$ cat src/rtl/awg_pkg.sv
// Shared types and default widths for the multi-channel DDS waveform bank.
package awg_pkg;

   localparam int unsigned DEF_NUM_CH  = 2;
   localparam int unsigned DEF_PHASE_W = 16;
   localparam int unsigned DEF_OUT_W   = 10;
   localparam int unsigned DEF_AMP_W   = 10;
   localparam int unsigned CH_IDX_W    = 3;
   localparam int unsigned CFG_ADDR_W  = 2;

   typedef enum logic [1:0] {
      WF_SQUARE = 2'd0,
      WF_SAW    = 2'd1,
      WF_TRI    = 2'd2,
      WF_DC     = 2'd3
   } wf_type_e;

   localparam logic [CFG_ADDR_W-1:0] CFG_TYPE   = 2'd0;
   localparam logic [CFG_ADDR_W-1:0] CFG_FREQ   = 2'd1;
   localparam logic [CFG_ADDR_W-1:0] CFG_AMP    = 2'd2;
   localparam logic [CFG_ADDR_W-1:0] CFG_OFFSET = 2'd3;

endpackage

$ cat src/rtl/awg_channel_bank_if.sv
// Configuration register-write port (valid/ready) of the waveform bank.
interface awg_channel_bank_if
   import awg_pkg::*;
#(
   parameter int unsigned PHASE_W = DEF_PHASE_W
);
   logic                  cfg_valid;
   logic                  cfg_ready;
   logic [CH_IDX_W-1:0]   cfg_ch;
   logic [CFG_ADDR_W-1:0] cfg_addr;
   logic [PHASE_W-1:0]    cfg_data;

   modport master (output cfg_valid, cfg_ch, cfg_addr, cfg_data, input cfg_ready);
   modport slave  (input cfg_valid, cfg_ch, cfg_addr, cfg_data, output cfg_ready);
endinterface

$ cat src/rtl/awg_channel.sv
// One DDS channel: shadow/active settings, wrap-aligned commit, phase
// accumulator and a 3-stage shape/scale/offset pipeline.
module awg_channel
   import awg_pkg::*;
#(
   parameter int unsigned PHASE_W = DEF_PHASE_W,
   parameter int unsigned OUT_W   = DEF_OUT_W,
   parameter int unsigned AMP_W   = DEF_AMP_W
) (
   input  logic                  clk,
   input  logic                  rst,
   input  logic                  i_wr_en,
   input  logic [CFG_ADDR_W-1:0] i_wr_addr,
   input  logic [PHASE_W-1:0]    i_wr_data,
   input  logic                  i_commit,
   input  logic                  i_sync,
   output logic                  o_pending,
   output logic                  o_wrap,
   output logic [OUT_W-1:0]      o_sample
);
   localparam int unsigned PROD_W = OUT_W + AMP_W;

   wf_type_e           r_sh_type, r_act_type;
   logic [PHASE_W-1:0] r_sh_freq, r_act_freq;
   logic [AMP_W-1:0]   r_sh_amp,  r_act_amp;
   logic [OUT_W-1:0]   r_sh_off,  r_act_off;
   logic               r_pending;
   logic [PHASE_W-1:0] r_acc;
   logic               r_wrap;
   logic [OUT_W-1:0]   r_s1_raw;
   logic [AMP_W-1:0]   r_s1_amp;
   logic [OUT_W-1:0]   r_s1_off;
   logic [OUT_W-1:0]   r_s2_scaled;
   logic [OUT_W-1:0]   r_s2_off;
   logic [OUT_W-1:0]   r_sample;

   logic [PHASE_W:0]   w_sum;
   logic               w_copy;
   logic [OUT_W-1:0]   w_raw;
   logic [PROD_W-1:0]  w_prod;
   logic [OUT_W-1:0]   w_scaled;
   logic [OUT_W:0]     w_off_sum;

   // Settings only change at a phase boundary (wrap/sync), or at once when stopped.
   assign w_sum  = {1'b0, r_acc} + {1'b0, r_act_freq};
   assign w_copy = r_pending && (i_sync || w_sum[PHASE_W] || (r_act_freq == '0));

   always_ff @(posedge clk) begin
      if (rst) begin
         r_sh_type  <= WF_SQUARE;
         r_sh_freq  <= '0;
         r_sh_amp   <= '0;
         r_sh_off   <= '0;
         r_act_type <= WF_SQUARE;
         r_act_freq <= '0;
         r_act_amp  <= '0;
         r_act_off  <= '0;
         r_pending  <= 1'b0;
      end else begin
         if (i_wr_en) begin
            case (i_wr_addr)
               CFG_TYPE: r_sh_type <= wf_type_e'(i_wr_data[1:0]);
               CFG_FREQ: r_sh_freq <= i_wr_data;
               CFG_AMP:  r_sh_amp  <= AMP_W'(i_wr_data);
               default:  r_sh_off  <= OUT_W'(i_wr_data);
            endcase
         end
         if (w_copy) begin
            r_act_type <= r_sh_type;
            r_act_freq <= r_sh_freq;
            r_act_amp  <= r_sh_amp;
            r_act_off  <= r_sh_off;
            r_pending  <= 1'b0;
         end else if (i_commit) begin
            r_pending  <= 1'b1;
         end
      end
   end

   always_ff @(posedge clk) begin
      if (rst || i_sync) begin
         r_acc  <= '0;
         r_wrap <= 1'b0;
      end else begin
         r_acc  <= w_sum[PHASE_W-1:0];
         r_wrap <= w_sum[PHASE_W];
      end
   end

   always_comb begin
      w_raw = '0;
      case (r_act_type)
         WF_SQUARE: w_raw = {OUT_W{r_acc[PHASE_W-1]}};
         WF_SAW:    w_raw = r_acc[PHASE_W-1 -: OUT_W];
         WF_TRI:    w_raw = r_acc[PHASE_W-1] ? ~r_acc[PHASE_W-2 -: OUT_W]
                                             :  r_acc[PHASE_W-2 -: OUT_W];
         default:   w_raw = '0;
      endcase
   end

   assign w_prod    = PROD_W'(r_s1_raw) * PROD_W'(r_s1_amp);
   assign w_scaled  = OUT_W'(w_prod >> AMP_W);
   assign w_off_sum = (OUT_W+1)'(r_s2_scaled) + (OUT_W+1)'(r_s2_off);

   // amp/offset travel with the data so one sample never mixes two settings.
   always_ff @(posedge clk) begin
      if (rst) begin
         r_s1_raw    <= '0;
         r_s1_amp    <= '0;
         r_s1_off    <= '0;
         r_s2_scaled <= '0;
         r_s2_off    <= '0;
         r_sample    <= '0;
      end else begin
         r_s1_raw    <= w_raw;
         r_s1_amp    <= r_act_amp;
         r_s1_off    <= r_act_off;
         r_s2_scaled <= w_scaled;
         r_s2_off    <= r_s1_off;
         r_sample    <= w_off_sum[OUT_W] ? '1 : w_off_sum[OUT_W-1:0];
      end
   end

   assign o_pending = r_pending;
   assign o_wrap    = r_wrap;
   assign o_sample  = r_sample;

endmodule

$ cat src/rtl/awg_channel_bank.sv
// Multi-channel DDS waveform bank: config decode, ready muxing and packing
// of per-channel samples toward the DAC pins.
module awg_channel_bank
   import awg_pkg::*;
#(
   parameter int unsigned NUM_CH  = DEF_NUM_CH,
   parameter int unsigned PHASE_W = DEF_PHASE_W,
   parameter int unsigned OUT_W   = DEF_OUT_W,
   parameter int unsigned AMP_W   = DEF_AMP_W
) (
   input  logic                    clk,
   input  logic                    rst,
   awg_channel_bank_if.slave       cfg_bus,
   input  logic [NUM_CH-1:0]       commit,
   input  logic                    sync_in,
   output logic [NUM_CH-1:0]       pending,
   output logic [NUM_CH-1:0]       wrap,
   output logic [NUM_CH*OUT_W-1:0] sample_out
);
   logic              w_ch_ok;
   logic              w_ch_pending;
   logic              w_accept;
   logic [NUM_CH-1:0] w_wr_en;

   // Unimplemented channel indices never match, so such writes stall.
   always_comb begin
      w_ch_ok      = 1'b0;
      w_ch_pending = 1'b0;
      for (int unsigned k = 0; k < NUM_CH; k++) begin
         if (cfg_bus.cfg_ch == CH_IDX_W'(k)) begin
            w_ch_ok      = 1'b1;
            w_ch_pending = pending[k];
         end
      end
   end

   assign cfg_bus.cfg_ready = w_ch_ok && !w_ch_pending;
   assign w_accept          = cfg_bus.cfg_valid && cfg_bus.cfg_ready;

   for (genvar k = 0; k < NUM_CH; k++) begin : g_ch
      assign w_wr_en[k] = w_accept && (cfg_bus.cfg_ch == CH_IDX_W'(k));

      awg_channel #(
         .PHASE_W (PHASE_W),
         .OUT_W   (OUT_W),
         .AMP_W   (AMP_W)
      ) u_ch (
         .clk       (clk),
         .rst       (rst),
         .i_wr_en   (w_wr_en[k]),
         .i_wr_addr (cfg_bus.cfg_addr),
         .i_wr_data (cfg_bus.cfg_data),
         .i_commit  (commit[k]),
         .i_sync    (sync_in),
         .o_pending (pending[k]),
         .o_wrap    (wrap[k]),
         .o_sample  (sample_out[k*OUT_W +: OUT_W])
      );
   end

endmodule

$ cat src/flat_wrapper.sv
// flat-port wrapper written by rule: the top's interface ports become plain ports
module awg_channel_bank_flat import awg_pkg::*;
#(
   parameter int unsigned NUM_CH  = DEF_NUM_CH,
   parameter int unsigned PHASE_W = DEF_PHASE_W,
   parameter int unsigned OUT_W   = DEF_OUT_W,
   parameter int unsigned AMP_W   = DEF_AMP_W
)
  (clk, rst, commit, sync_in, pending, wrap, sample_out, cfg_bus_cfg_valid, cfg_bus_cfg_ch, cfg_bus_cfg_addr, cfg_bus_cfg_data, cfg_bus_cfg_ready);
  awg_channel_bank_if #(.PHASE_W(PHASE_W)) cfg_bus_i ();
  input  logic clk;
  input  logic rst;
  input  logic [NUM_CH-1:0] commit;
  input  logic sync_in;
  output logic [NUM_CH-1:0] pending;
  output logic [NUM_CH-1:0] wrap;
  output logic [NUM_CH*OUT_W-1:0] sample_out;
  input wire logic [$bits(cfg_bus_i.cfg_valid)-1:0] cfg_bus_cfg_valid;
  input wire logic [$bits(cfg_bus_i.cfg_ch)-1:0] cfg_bus_cfg_ch;
  input wire logic [$bits(cfg_bus_i.cfg_addr)-1:0] cfg_bus_cfg_addr;
  input wire logic [$bits(cfg_bus_i.cfg_data)-1:0] cfg_bus_cfg_data;
  output wire logic [$bits(cfg_bus_i.cfg_ready)-1:0] cfg_bus_cfg_ready;
  assign cfg_bus_i.cfg_valid = cfg_bus_cfg_valid;
  assign cfg_bus_i.cfg_ch = cfg_bus_cfg_ch;
  assign cfg_bus_i.cfg_addr = cfg_bus_cfg_addr;
  assign cfg_bus_i.cfg_data = cfg_bus_cfg_data;
  assign cfg_bus_cfg_ready = cfg_bus_i.cfg_ready;
  awg_channel_bank #(.NUM_CH(NUM_CH), .PHASE_W(PHASE_W), .OUT_W(OUT_W), .AMP_W(AMP_W)) u_core (.clk(clk), .rst(rst), .cfg_bus(cfg_bus_i), .commit(commit), .sync_in(sync_in), .pending(pending), .wrap(wrap), .sample_out(sample_out));
endmodule
$ cat config.mk
export PLATFORM = sky130hd
export DESIGN_NAME = awg_channel_bank_flat
export DESIGN_NICKNAME = d
export VERILOG_FILES = /design/src/rtl/awg_pkg.sv /design/src/rtl/awg_channel_bank_if.sv /design/src/rtl/awg_channel.sv /design/src/rtl/awg_channel_bank.sv /design/src/flat_wrapper.sv
export SDC_FILE = /design/constraint.sdc
export NUM_CORES = 1
export LEC_CHECK = 0
export ABC_AREA = 1
export BUFFER_PORTS_ARGS = -buffer_cell sky130_fd_sc_hd__buf_4
export CORE_MARGIN = 2
export CORE_UTILIZATION = 50
export DETAILED_ROUTE_END_ITERATION = 8
export GPL_ROUTABILITY_DRIVEN = 0
export MAX_ROUTING_LAYER = met4
export PLACE_DENSITY = 0.77
export SLEW_MARGIN = 15
export SYNTH_ARGS = -nofsm -noshare
export SYNTH_HDL_FRONTEND = slang
export SYNTH_SLANG_ARGS = --single-unit
$ cat constraint.sdc
create_clock -name clk -period 4.9 [get_ports clk]
set_input_delay 0.245 -clock clk [delete_from_list [all_inputs] [get_ports clk]]
set_output_delay 0.245 -clock clk [all_outputs]
set_load 0.1 [all_outputs]
==> results of run 1 <==
==> layer usage <==
layer	share of wire (%)	routed length [um]	GRT usage (%)	vias up
li1	-	-	-	8515
met1	46	20220	28.64	7820
met2	47	20550	36.32	467
met3	4.9	2141	2.882	75
met4	2.1	920	4.728	0
met5	0	0	-	-
==> path summary, 6_finish.rpt <==
path,endpoint,slack [ns]
setup / recovery,u_core.g_ch[1].u_ch.r_s2_scaled[5],0.27
hold reg to reg,u_core.g_ch[1].u_ch.r_s2_off[1],0.40
setup reg to reg,u_core.g_ch[1].u_ch.r_s2_scaled[5],0.27
hold / removal,u_core.g_ch[1].u_ch.r_sh_type[1],0.14
==> critical path: stages, from the launching register on <==
cell     delay (ns)
dfxtp_1        0.56
nand2_1        0.14
fa_1           0.53
fa_1           0.54
inv_1          0.05
fa_1           0.45
fa_1           0.48
inv_1          0.05
fa_1           0.47
inv_1          0.04
ha_1           0.33
nand2_1        0.12
nor2_1         0.17
nand4_1        0.10
nand2_1        0.16
nand2_1        0.09
a21oi_1        0.16
nor2_1         0.06
==> cell usage after synthesis, types with 3 or more instances <==
cell type and number:
o211ai_1 17, buf_1 5, nand2_2 5, a31oi_1 20, a21oi_1 220, a21oi_2 41, nor3_1 29, a21o_1 13
nor2_1 325, nand3_1 61, buf_4 4, buf_2 26, inv_1 450, fa_1 126, nand2_1 607, dfxtp_1 308
xor2_1 7, ha_1 158, nand4_1 11, nand3b_1 82, buf_6 4, o21a_1 3, clkinv_1 9, o21bai_1 11
or2_2 7, o21ai_0 71, buf_12 4, inv_2 6, clkbuf_1 79
==> stage by stage <==
stage,total power [mW],std cells
after floorplan,3.387,2735
after global placement,3.493,3204
after detailed placement,3.519,3204
after CTS,6.014,3280
after global routing,6.236,3280
final,5.968,3280
==> cells by family (layout without fill, tap and decap cells) <==
logic type / Yosys count / in the layout / share of synthesized area [%]
xor+xnor: 9 / 9 / 0.3885
flops: 308 / 308 / 30.39
buf+inv: 589 / 609 / 11.71
compound gates: 409 / 409 / 11.69
fa+ha+maj: 284 / 284 / 22.17
simple gates: 1136 / 1136 / 23.65
==> placed cells by master, fill, tap and decap left out, types with 13 or more instances in the layout <==
cell type      count
nand2_1          607
inv_1            450
nor2_1           325
dfxtp_1          293
a21oi_1          219
ha_1             158
fa_1             126
nand3b_1          82
o21ai_0           70
buf_4             68
nand3_1           61
a21oi_2           42
clkbuf_16         31
nor3_1            29
a31oi_1           20
dlygate4sd3_1     18
o211ai_1          17
dfxtp_2           14
a21o_1            13
==> sequential cells by signal (all words and copies together) (netlist names), 20 cells and up <==
signal and cells:
u_core.g_ch.u_ch.r_act_amp 20, u_core.g_ch.u_ch.r_sh_off 20, u_core.g_ch.u_ch.r_act_off 20, u_core.g_ch.u_ch.r_act_freq 32, u_core.g_ch.u_ch.o_sample 20, u_core.g_ch.u_ch.r_sh_amp 20
u_core.g_ch.u_ch.r_s1_raw 20, u_core.g_ch.u_ch.r_s1_off 20, u_core.g_ch.u_ch.r_s2_scaled 20, u_core.g_ch.u_ch.r_s1_amp 20, u_core.g_ch.u_ch.r_acc 32, u_core.g_ch.u_ch.r_s2_off 20
u_core.g_ch.u_ch.r_sh_freq 32
==> power by group <==
group	switching, mW	total, mW	internal, mW
registers	0.138	2.76	2.62
logic	0.473	0.722	0.249
clock network	1.01	2.48	1.47
total	1.62	5.97	4.34
==> cell type report <==
class                   count  area, um2
clock buffers              39      865.8
fillers                  3618      17780
clock inverters            19      230.2
multi-input cells        1838      11750
well taps                 525      656.9
flip-flops and latches    308       6187
repair buffers             86      690.7
inverters                 465       1747
==> timing repair <==
action,in CTS,in global routing
endpoints found under the hold margin,65,0
hold buffers,18,0
endpoints found under the setup margin,0,11
resized for setup,0,15
==> run metrics, run 1 <==
status finished, final reports clean; Sum Neg Setup Slack 0 ns; CTS H-tree lvls 1; TritonCTS clock tree built; hold path startpoint cfg_bus_cfg_addr[1]; Worst-path clk slew 0.06 ns; worst skew pair latency 0.58 ns; Yosys top cell by area dfxtp_1; antenna-violating nets left 0; Iter 0 DRT Violations 1,378; initial core utilization 50.84%; Setup-failing EPs final 0; Final period util 94.42%; via count 16,880; number of antenna violations at the first check in global routing 0; hold crit path type in -> reg; Finished Cell Area 0.02213 mm2; Post-synth EDFFs 0; max cap viols 0; critical path arrival 5.09 ns; Max IR drop VDD 0.0002843 V; largest net degree at the start of global routing 81; die area 0.04221 mm2; Max Root-Sink Buffers 3; worst slew pin tran 0.9974 ns; Crit path required time 5.36 ns; Total Routing Usage GR 21.88%; Nets 3,041; Critical Path Source Type flip-flop; CP Max Fanout 10; first-pass GRT wire length 75,310 um; # rows 73; Pins Over Slew Limit 0; ANT cells 0; I/O Pins 52; die height 205.5 um; Synth top area share 30.39%; final worst slack 0.2736 ns; DR DRC count 0; Core Util, Final 55.44%; share of cells above drive strength 1 7.586%; CP startpoint u_core.g_ch[1].u_ch.r_s1_amp[4]; leakage power 11.38 nW; dpl cell area 0.02083 mm2; final wirelength 43,840 um; Hold Crit Depth 6; Slew HR 33.51%; final hold violations 0; Synth Net Count 3,046; Clock Root Buffer clkbuf_16; clock tree sinks 308; Die W 205.5 um; sequential share of the synthesized area 30.39%; Core Region 0.03991 mm2; skew final 0.01710 ns; TritonCTS Buffers 31; Congestion Overflow GR 0; Post-Syn Instances 2,735; post-synth cell types 44; Worst Setup End Kind flip-flop; Ys Warns 0; Setup Fix Bufs, Post-CTS 0; Post-Syn Area per Cell 7.419 um2; number of global-route vias before repair 16,300; synth top area cells dfxtp_1 30%, fa_1 12%, nand2_1 11%, ha_1 9.7%, inv_1 8.3%; Area Overhead vs Synth 9.065%; PortBufs 51; pre-CTS setup slack 0.1314 ns; routed vias/inst 5.145; DRT Pass-1 Iters 6; Avg WL per Cell 13.36 um; Cell Area, Synth 0.02029 mm2; Fmax 216.1 MHz; Yosys reg bits 308; RSZ-0062 raised after global routing false; Setup Crit Path Kind reg -> reg; HPWL Detailed 32,460 um; hold slack 0.1383 ns; reg2reg path depth 17; power per cell area 269.7 mW/mm2; FFs w/ async S/R, synth 0%; worst flop-to-flop path startpoint u_core.g_ch[1].u_ch.r_s1_amp[4]; Final Critical Period 4.626 ns; Post-synth top flop dfxtp_1
Power figures use the tool's default switching activity.
==> run 2, diff against run 1 <==
--- a/config.mk
+++ b/config.mk
@@ -13,6 +13,7 @@
 export GPL_ROUTABILITY_DRIVEN = 0
 export MAX_ROUTING_LAYER = met4
 export PLACE_DENSITY = 0.77
+export REMOVE_ABC_BUFFERS = 1
 export SLEW_MARGIN = 15
 export SYNTH_ARGS = -nofsm -noshare
 export SYNTH_HDL_FRONTEND = slang
==> run metrics, run 2 (same netlist as run 1, synthesis figures left out) <==
Setup-failing EPs final 0 (unchanged); CP Max Fanout 10 (unchanged); leading cell type in the layout, fill and taps excluded nand2_1 (unchanged); largest net degree at the start of global routing 80 (was 81); Worst Setup End Kind flip-flop (unchanged); number of antenna violations at the first check in global routing 0 (unchanged); Area Overhead vs Synth 8.824% (was 9.065%); hold slack 0.01849 ns (was 0.1383 ns); first-pass GRT wire length 78,980 um (was 75,310 um); Largest stage delay, worst path 0.56 ns (about the same); max cap viols 0 (unchanged); Max IR drop VDD 0.0002484 V (was 0.0002843 V); Nets 3,036 (was 3,041); critical path arrival 5.07 ns (was 5.09 ns); Congestion Overflow GR 0 (unchanged); Iter 0 DRT Violations 1,117 (was 1,378); Crit path required time 5.32 ns (was 5.36 ns); HPWL Detailed 34,770 um (was 32,460 um); CP startpoint u_core.g_ch[1].u_ch.r_s1_raw[2] (was u_core.g_ch[1].u_ch.r_s1_amp[4]); Final period util 94.84% (was 94.42%); Pins Over Slew Limit 0 (unchanged); # rows 73 (unchanged); ANT cells 0 (unchanged); highest-delay cell along the critical path dfxtp_1 (unchanged); reg-to-reg endpoint u_core.g_ch[1].u_ch.r_s2_scaled[9] (was u_core.g_ch[1].u_ch.r_s2_scaled[5]); die area 0.04221 mm2 (unchanged); worst slew pin tran 1.018 ns (was 0.9974 ns); DR DRC count 0 (unchanged); power per cell area 277.3 mW/mm2 (was 269.7 mW/mm2); initial core utilization 50.84% (unchanged); Total Routing Usage GR 23.59% (was 21.88%); Setup Fix Bufs, Post-CTS 0 (unchanged); TritonCTS clock tree built (unchanged); I/O Pins 52 (unchanged); R2R setup slack 0.25 ns (was 0.27 ns); RSZ-0062 raised after global routing false (unchanged); CP Cell Sequence nand2_1 -> fa_1 -> fa_1 -> inv_1 -> fa_1 -> fa_1 -> inv_1 -> fa_1 -> inv_1 -> ha_1 -> nand2_1 -> nor2_1 -> nand4_1 -> nand2_1 -> nand2_1 -> a21oi_1 -> nor2_1 (unchanged); Slew HR 32.11% (was 33.51%); Avg WL per Cell 14.30 um (was 13.36 um); Fmax 215.2 MHz (was 216.1 MHz); Worst setup endpoint u_core.g_ch[1].u_ch.r_s2_scaled[9] (was u_core.g_ch[1].u_ch.r_s2_scaled[5]); via count 17,070 (was 16,880); CP most frequent cell fa_1 (unchanged); Top Registers u_core.g_ch.u_ch.r_acc: 32 flops, u_core.g_ch.u_ch.r_act_freq: 32 flops, u_core.g_ch.u_ch.r_sh_freq: 32 flops (unchanged); worst skew pair latency 0.53 ns (was 0.58 ns); leakage power 11.36 nW (was 11.38 nW); dpl cell area 0.02088 mm2 (was 0.02083 mm2); Worst-path clk slew 0.07 ns (was 0.06 ns); DRT Pass-1 Iters 6 (unchanged); number of global-route vias before repair 16,870 (was 16,300); antenna-violating nets left 0 (unchanged); CTS H-tree lvls 2 (was 1); Core Util, Final 55.32% (was 55.44%); Die W 205.5 um (unchanged); Final Critical Period 4.647 ns (was 4.626 ns); Max Root-Sink Buffers 3 (unchanged); skew final 0.02222 ns (was 0.01710 ns); PortBufs 51 (unchanged); status finished, final reports clean (unchanged); Critical Path Source Type flip-flop (unchanged); TritonCTS Buffers 35 (was 31); reg2reg path depth 17 (unchanged); routed vias/inst 5.210 (was 5.145); final wirelength 46,840 um (was 43,840 um); clock tree sinks 308 (unchanged); hold crit path type in -> reg (unchanged); Core Region 0.03991 mm2 (unchanged); Finished Cell Area 0.02208 mm2 (was 0.02213 mm2); Setup Crit Path Kind reg -> reg (unchanged); most frequent cells in the layout 607 x nand2_1, 450 x inv_1, 325 x nor2_1 (unchanged); final hold violations 0 (unchanged); die height 205.5 um (unchanged); worst flop-to-flop path startpoint u_core.g_ch[1].u_ch.r_s1_raw[2] (was u_core.g_ch[1].u_ch.r_s1_amp[4]); share of cells above drive strength 1 7.561% (was 7.586%); Clock Root Buffer clkbuf_16 (unchanged)
[run 2: cell type report]
cell class / instances / area [um2]
timing repair buffer: 77 / 588.1
multi-input combinational: 1838 / 11760
clock buffer: 48 / 934.6
tap: 525 / 656.9
inverter: 465 / 1747
sequential: 308 / 6187
clock inverter: 15 / 211.5
fill: 3611 / 17830
[run 2: worst min path at each step]
stage                                          startpoint                           endpoint  cells past startpoint
after floorplan                                       rst    u_core.g_ch[0].u_ch.o_sample[7]                      1
after global placement    u_core.g_ch[1].u_ch.r_s1_off[3]    u_core.g_ch[1].u_ch.r_s2_off[3]                      2
after detailed placement  u_core.g_ch[1].u_ch.r_s1_off[2]    u_core.g_ch[1].u_ch.r_s2_off[2]                      2
after CTS                            cfg_bus_cfg_data[11]  u_core.g_ch[0].u_ch.r_sh_freq[11]                      3
after global routing                 cfg_bus_cfg_data[11]  u_core.g_ch[0].u_ch.r_sh_freq[11]                      3
final                                cfg_bus_cfg_data[11]  u_core.g_ch[0].u_ch.r_sh_freq[11]                      3
[run 2: per-layer routing]
metal | up-vias | global-route usage, % | part of all wire [%]
met4 | 0 | 8.299 | 3.4
met3 | 118 | 3.294 | 6.1
met2 | 524 | 39.21 | 47
met1 | 7925 | 29.45 | 44
li1 | 8501 | - | -
met5 | - | - | 0
[run 2: metrics by stage]
| stage | TNS (ns) | power (mW) | cells | setup WS [ns] |
|---|---|---|---|---|
| after CTS | 0 | 6.172 | 3276 | 0.1627 |
| after detailed placement | 0 | 3.532 | 3209 | 0.1648 |
| final | 0 | 6.123 | 3276 | 0.2526 |
| after global routing | 0 | 6.387 | 3276 | 0.008640 |
| after floorplan | -11.10 | 3.297 | 2611 | -0.2954 |
| after global placement | 0 | 3.509 | 3209 | 0.2805 |
[run 2: power breakdown]
group          switching [mW]  internal [mW]
clock                    1.07           1.57
sequential              0.125           2.63
combinational           0.494          0.245
[run 2: timing repair]
item | CTS | global route
resized for setup | 0 | 13
endpoints found under the hold margin | 8 | 0
hold buffers | 4 | 0
setup endpoints to repair | 0 | 9
[run 2: critical path: cells and delay by family, from the launching register on]
family / cells / cell delay, ns
and+or+nand+nor: 7 / 0.90
DFF: 1 / 0.56
adders and majority gates: 6 / 2.79
AOI/OAI and AO/OA: 1 / 0.13
buffers and inverters: 3 / 0.14
